===== src/rtl/mem_access_stage.sv =====
// mem_access_stage
//    MEM pipeline stage. Serialises loads and stores into single-byte RAM
//    accesses through the arbiter, assembles load bytes little-endian and
//    applies sign/zero extension, and forwards non-memory results straight
//    through to MEM/WB with no added latency.
//
// Ports
//    clk, rst          clock, asynchronous active-high reset
//    rdy               global ready; low freezes every register, ram_en = 0
//    optype, opname    instruction class / opcode from EX/MEM
//    mem_rd_addr       destination register from EX/MEM
//    mem_rd_data       ALU result, or effective address for loads/stores
//    mem_s_data        store data
//    ram_din, ram_gnt  read byte (valid the cycle after a granted read), grant
//    ram_en, ram_wr    access strobe, 1 = write
//    ram_addr, ram_dout byte address, write byte
//    wb_rd_addr/data   writeback to MEM/WB (`ZeroRegAddr = no write)
//    stall_req         hold EX/MEM and earlier stages
//
// state | meaning
// IDLE  | no access in flight; pass-through, or launch a load/store
// ISSUE | presenting byte issue_cnt to the arbiter until granted
// WAIT  | all load bytes issued, collecting the final read byte
// DONE  | result presented to MEM/WB for one cycle, stall released

`ifndef OpTypeLen
`define OpTypeLen 3
`endif
`ifndef OpLen
`define OpLen 4
`endif
`ifndef RegAddrLen
`define RegAddrLen 5
`endif
`ifndef ZeroRegAddr
`define ZeroRegAddr 5'b00000
`endif
`ifndef ZeroWord
`define ZeroWord 32'h0000_0000
`endif
`ifndef OpTypeLoad
`define OpTypeLoad 3'd2
`endif
`ifndef OpTypeStore
`define OpTypeStore 3'd3
`endif
`ifndef OpLb
`define OpLb  4'd2
`define OpLh  4'd3
`define OpLw  4'd4
`define OpLbu 4'd5
`define OpLhu 4'd6
`define OpSb  4'd7
`define OpSh  4'd8
`define OpSw  4'd9
`endif

module mem_access_stage #(
   parameter int ADDR_WIDTH = 32,
   parameter int XLEN       = 32
) (
   input  logic                   clk,
   input  logic                   rst,
   input  logic                   rdy,
   input  logic [`OpTypeLen-1:0]  optype,
   input  logic [`OpLen-1:0]      opname,
   input  logic [`RegAddrLen-1:0] mem_rd_addr,
   input  logic [XLEN-1:0]        mem_rd_data,
   input  logic [XLEN-1:0]        mem_s_data,
   input  logic [7:0]             ram_din,
   input  logic                   ram_gnt,
   output logic                   ram_en,
   output logic                   ram_wr,
   output logic [ADDR_WIDTH-1:0]  ram_addr,
   output logic [7:0]             ram_dout,
   output logic [`RegAddrLen-1:0] wb_rd_addr,
   output logic [XLEN-1:0]        wb_rd_data,
   output logic                   stall_req
);

   typedef enum logic [1:0] {IDLE, ISSUE, WAIT, DONE} state_t;

   state_t                   state, state_nxt;

   logic [ADDR_WIDTH-1:0]    eff_q;
   logic [XLEN-1:0]          sdata_q;
   logic [XLEN-1:0]          ld_buf;
   logic [`OpLen-1:0]        op_q;
   logic [`RegAddrLen-1:0]   rd_q;
   logic                     is_load_q;
   logic [2:0]               issue_cnt;
   logic [2:0]               recv_cnt;
   logic                     rd_pend;

   logic                     is_load_in;
   logic                     mem_op;
   logic                     launch;
   logic                     issue_fire;
   logic                     last_issue;
   logic                     capture;
   logic [2:0]               nbytes;
   logic [7:0]               st_byte;
   logic [XLEN-1:0]          load_val;

   assign is_load_in = (optype == `OpTypeLoad);
   assign mem_op     = is_load_in || (optype == `OpTypeStore);
   assign launch     = rdy && (state == IDLE) && mem_op;
   assign issue_fire = rdy && (state == ISSUE) && ram_gnt;
   assign last_issue = (issue_cnt == nbytes - 3'd1);
   // A granted read returns its byte one cycle later; the flag survives
   // rdy=0 cycles and fires on the next ready cycle.
   assign capture    = rdy && rd_pend;

   always_comb begin
      case (op_q)
         `OpLb, `OpLbu, `OpSb: nbytes = 3'd1;
         `OpLh, `OpLhu, `OpSh: nbytes = 3'd2;
         default:              nbytes = 3'd4;
      endcase
   end

   always_comb begin
      case (issue_cnt[1:0])
         2'd0:    st_byte = sdata_q[7:0];
         2'd1:    st_byte = sdata_q[15:8];
         2'd2:    st_byte = sdata_q[23:16];
         default: st_byte = sdata_q[31:24];
      endcase
   end

   always_comb begin
      case (op_q)
         `OpLb:   load_val = {{(XLEN-8){ld_buf[7]}}, ld_buf[7:0]};
         `OpLbu:  load_val = {{(XLEN-8){1'b0}}, ld_buf[7:0]};
         `OpLh:   load_val = {{(XLEN-16){ld_buf[15]}}, ld_buf[15:0]};
         `OpLhu:  load_val = {{(XLEN-16){1'b0}}, ld_buf[15:0]};
         default: load_val = ld_buf;
      endcase
   end

   // state register
   always_ff @(posedge clk or posedge rst) begin
      if (rst) begin
         state <= IDLE;
      end else if (rdy) begin
         state <= state_nxt;
      end
   end

   // next state
   always_comb begin
      state_nxt = state;
      case (state)
         IDLE:    if (mem_op) state_nxt = ISSUE;
         ISSUE:   if (ram_gnt && last_issue) state_nxt = is_load_q ? WAIT : DONE;
         WAIT:    if (rd_pend) state_nxt = DONE;
         DONE:    state_nxt = IDLE;
         default: state_nxt = IDLE;
      endcase
   end

   // outputs
   always_comb begin
      ram_en     = 1'b0;
      ram_wr     = 1'b0;
      ram_addr   = '0;
      ram_dout   = 8'h00;
      wb_rd_addr = `ZeroRegAddr;
      wb_rd_data = `ZeroWord;
      stall_req  = 1'b0;
      case (state)
         IDLE: begin
            if (mem_op) begin
               stall_req = 1'b1;
            end else begin
               wb_rd_addr = mem_rd_addr;
               wb_rd_data = mem_rd_data;
            end
         end
         ISSUE: begin
            ram_en    = rdy;
            ram_wr    = !is_load_q;
            ram_addr  = eff_q + ADDR_WIDTH'(issue_cnt);
            ram_dout  = is_load_q ? 8'h00 : st_byte;
            stall_req = 1'b1;
         end
         WAIT: begin
            stall_req = 1'b1;
         end
         DONE: begin
            if (is_load_q) begin
               wb_rd_addr = rd_q;
               wb_rd_data = load_val;
            end
         end
         default: ;
      endcase
   end

   // datapath
   always_ff @(posedge clk or posedge rst) begin
      if (rst) begin
         eff_q     <= '0;
         sdata_q   <= '0;
         ld_buf    <= '0;
         op_q      <= '0;
         rd_q      <= `ZeroRegAddr;
         is_load_q <= 1'b0;
         issue_cnt <= 3'd0;
         recv_cnt  <= 3'd0;
         rd_pend   <= 1'b0;
      end else if (rdy) begin
         rd_pend <= issue_fire && is_load_q;
         if (issue_fire) begin
            issue_cnt <= issue_cnt + 3'd1;
         end
         if (capture) begin
            recv_cnt <= recv_cnt + 3'd1;
            case (recv_cnt[1:0])
               2'd0:    ld_buf[7:0]   <= ram_din;
               2'd1:    ld_buf[15:8]  <= ram_din;
               2'd2:    ld_buf[23:16] <= ram_din;
               default: ld_buf[31:24] <= ram_din;
            endcase
         end
         if (launch) begin
            eff_q     <= mem_rd_data[ADDR_WIDTH-1:0];
            sdata_q   <= mem_s_data;
            op_q      <= opname;
            rd_q      <= mem_rd_addr;
            is_load_q <= is_load_in;
            issue_cnt <= 3'd0;
            recv_cnt  <= 3'd0;
            ld_buf    <= '0;
         end
      end
   end

endmodule


===== config.mk =====
export PLATFORM = sky130hd
export DESIGN_NAME = mem_access_stage
export DESIGN_NICKNAME = d
export VERILOG_FILES = /design/src/rtl/mem_access_stage.sv
export SDC_FILE = /design/constraint.sdc
export NUM_CORES = 1
export LEC_CHECK = 0
export BUFFER_PORTS_ARGS = -buffer_cell sky130_fd_sc_hd__buf_2
export CORE_ASPECT_RATIO = 0.8
export CORE_MARGIN = 2
export CORE_UTILIZATION = 40
export CTS_CLUSTER_SIZE = 8
export DETAILED_ROUTE_END_ITERATION = 8
export PLACE_DENSITY = 0.66
export SYNTH_ARGS = -nofsm -noshare
export SYNTH_HDL_FRONTEND = slang
export SYNTH_SLANG_ARGS = --single-unit

===== constraint.sdc =====
create_clock -name clk -period 3.3 [get_ports clk]
set_input_delay 0.33 -clock clk [delete_from_list [all_inputs] [get_ports clk]]
set_output_delay 0.33 -clock clk [all_outputs]
set_load 0.02 [all_outputs]

==> results.toml <==
[floorplanning]
core_area_mm2 = 0.0156
dieArea_mm2 = 0.0169
floorplan.initialDensity_pct = 40.6
std_cell_rows = 41
die_x_um = 145
io_pins = 168
fp.dieH_um = 117

[cts]
insertion_delay_ns = 0.42
tritoncts = "built"
numCtsBuffers = 17
cts_root_buf = "clkbuf_16"
clk_pin_slew_ns = 0.05
htreeDepth = 4
cts_max_path_buffers = 2
clock-sinks = 114

[timing]
rsz0062_at_grt = "false"
worstMarginPinSlew_ns = 0.884
max_freq_mhz = 328
finalCritPeriodShare_pct = 92.5
finalSetupTns_ns = 0
setup_violations = 0
slew_violations = 0
setup_slack_ns = 0.248
period_minus_slack_ns = 3.05
hold_viol_final = 0
final.setup_skew_ns = 0.00786
slew_headroom_pct = 40.7

[finish]
final_cell_mix = "292 x nand2_1, 167 x buf_2, 114 x dfrtp_1, 95 x nor2_1, 48 x o21ai_0"
multiInputGateArea_mm2 = 0.00323
syn_to_final_growth_pct = 26.3
num-fill-cells = 1545
diodes = 0
nNetsFinal = 1062
drive_above_1_share_pct = 22.7
layout_commonest_cell = "nand2_1"
register_area_mm2 = 0.00285

[synthesis]
synth_cells = 806
synth_seq_area_share_pct = 45.0
synth_nets = 911
syn_area_mm2 = 0.00634
synth_cell_types = 48
synth-seq-cells = 114
yosys_warnings = 0
synth_edf_count = 0
synthArstFlopShare_pct = 100
synth.avg_cell_area_um2 = 7.87
synth_ff_type = "dfrtp_1"

[drt]
drt_iter0_markers = 372
first_pass_iters = 5
via_per_inst = 5.01
ant_nets = 0
route.detailed.drc = 0
num_vias = 5934
wirelength_um = 18000
routedWlPerCell_um = 15.2

[worst_setup_path]
critPathRequiredTime_ns = 2.97
end_kind = "primary output"
r2r_cells = 9
crit_path_start_kind = "flop"
crit_arrival_ns = 2.72
cp_max_fo = 13
crit_type = "flop to primary output"

[place]
hpwl_um = 13400
port-buffer-count = 167
place.gp.congestion = 0.838
place_ws_ns = 0.710

[grt]
antenna_found_initial = 0
grt_pass1_wl_um = 28000
grt_use_total_pct = 21.8
grt_max_degree = 59
grt_pass1_vias = 5304
globalRoute.totalOverflow = 0

[worst_hold_path]
min_path_type = "input port to flop"
holdPathStages = 3

[status]
outcome = "complete, no violations"

[power_and_ir_drop]
p_leak_nw = 4.26
ir_worst_vdd_mv = 0.514
pwr_density_cell_mw_per_mm2 = 973

[run]
maxCapViolCount = 0
registers in the layout, summed over array words and instances, names as in the netlist:
register	cells
state	2
op_q	4
is_load_q	1
sdata_q	32
rd_pend	1
rd_q	5
ld_buf	32
issue_cnt	3
recv_cnt	2
eff_q	32
kinds of logic (layout without fill, tap and decap cells):
group	Yosys count	in the layout	share of synthesized area, %
flops	114	114	45.0
buf+inv	65	229	4.18
simple gates	453	453	29.6
xor+xnor	32	32	4.42
fa+ha+maj	17	17	3.47
compound gates	111	111	11.2
mux	14	14	2.23
timing repair:
item,4_1_cts,5_1_grt
endpoints found under the hold margin,19,0
setup buffers,0,0
hold buffers,1,0
resized for setup,0,0
where the power goes:
group / internal, mW / switching [mW]
clock: 1.32 / 0.639
sequential: 2.06 / 0.591
combinational: 1.20 / 1.99
total: 4.58 / 3.22
per-stage QoR:
stage	util, %	instances	instance area [µm²]	hold WS [ns]	power (mW)
3_3_place_gp	47.1	1152	7370	0.396	5.76
2_1_floorplan	-	806	6350	0.435	4.82
3_5_place_dp	47.1	1152	7370	0.386	5.82
6_report	51.2	1185	8010	0.0996	7.80
5_1_grt	51.2	1185	8010	0.0933	8.37
4_1_cts	51.2	1185	8010	0.0841	7.81
Yosys cell counts (all sizes together), types with 7 or more instances:
cell     count  area, µm²
a21oi       20        104
a222oi       8       80.1
a22oi       14        105
a2bb2oi      9       78.8
and2         7       43.8
and3         8       50.1
buf         10       56.3
clkbuf      39        149
dfrtp      114       2850
ha          16        200
inv         16       60.1
mux2i       13        130
nand2      293       1100
nand3       15       75.1
nand4       12       75.1
nor2        95        357
o21ai       50        254
xnor2        7       61.3
xor2        25        219
metal layers:
layer	track usage, %	part of all wire, %	vias up
met5	0	0	-
met4	5.83	1.2	0
met3	5.62	7.4	18
met2	31.8	43	221
met1	32.2	49	2752
li1	-	-	2943
critical path, stage by stage (launching register included):
cell and delay, ns:
dfrtp_1 0.43, ha_1 0.24, fa_1 0.42, a21o_1 0.19, and3_1 0.36, and4_1 0.30
xnor2_1 0.12, nor2_1 0.08, buf_2 0.17
layout make-up:
cell class,count,area share (%)
multi-input cells,627,40.3
flip-flops and latches,114,35.6
repair buffers,181,12.1
clock buffers,23,5.96
well taps,215,3.36
clock inverters,9,1.89
inverters,16,0.796
path summary, 6_finish.rpt:
| path | startpoint | to | slack [ns] |
|---|---|---|---|
| min reg2reg | rd_q[1] | rd_q[1] | 0.47 |
| min in group asynchronous | rst | eff_q[8] | 0.51 |
| max | issue_cnt[0] | ram_addr[8] | 0.25 |
| max in group asynchronous | rst | is_load_q | 2.10 |
| max reg2reg | op_q[0] | state[1] | 0.64 |
| min | mem_s_data[31] | sdata_q[31] | 0.1 |
(Power assumes the default switching activity.)
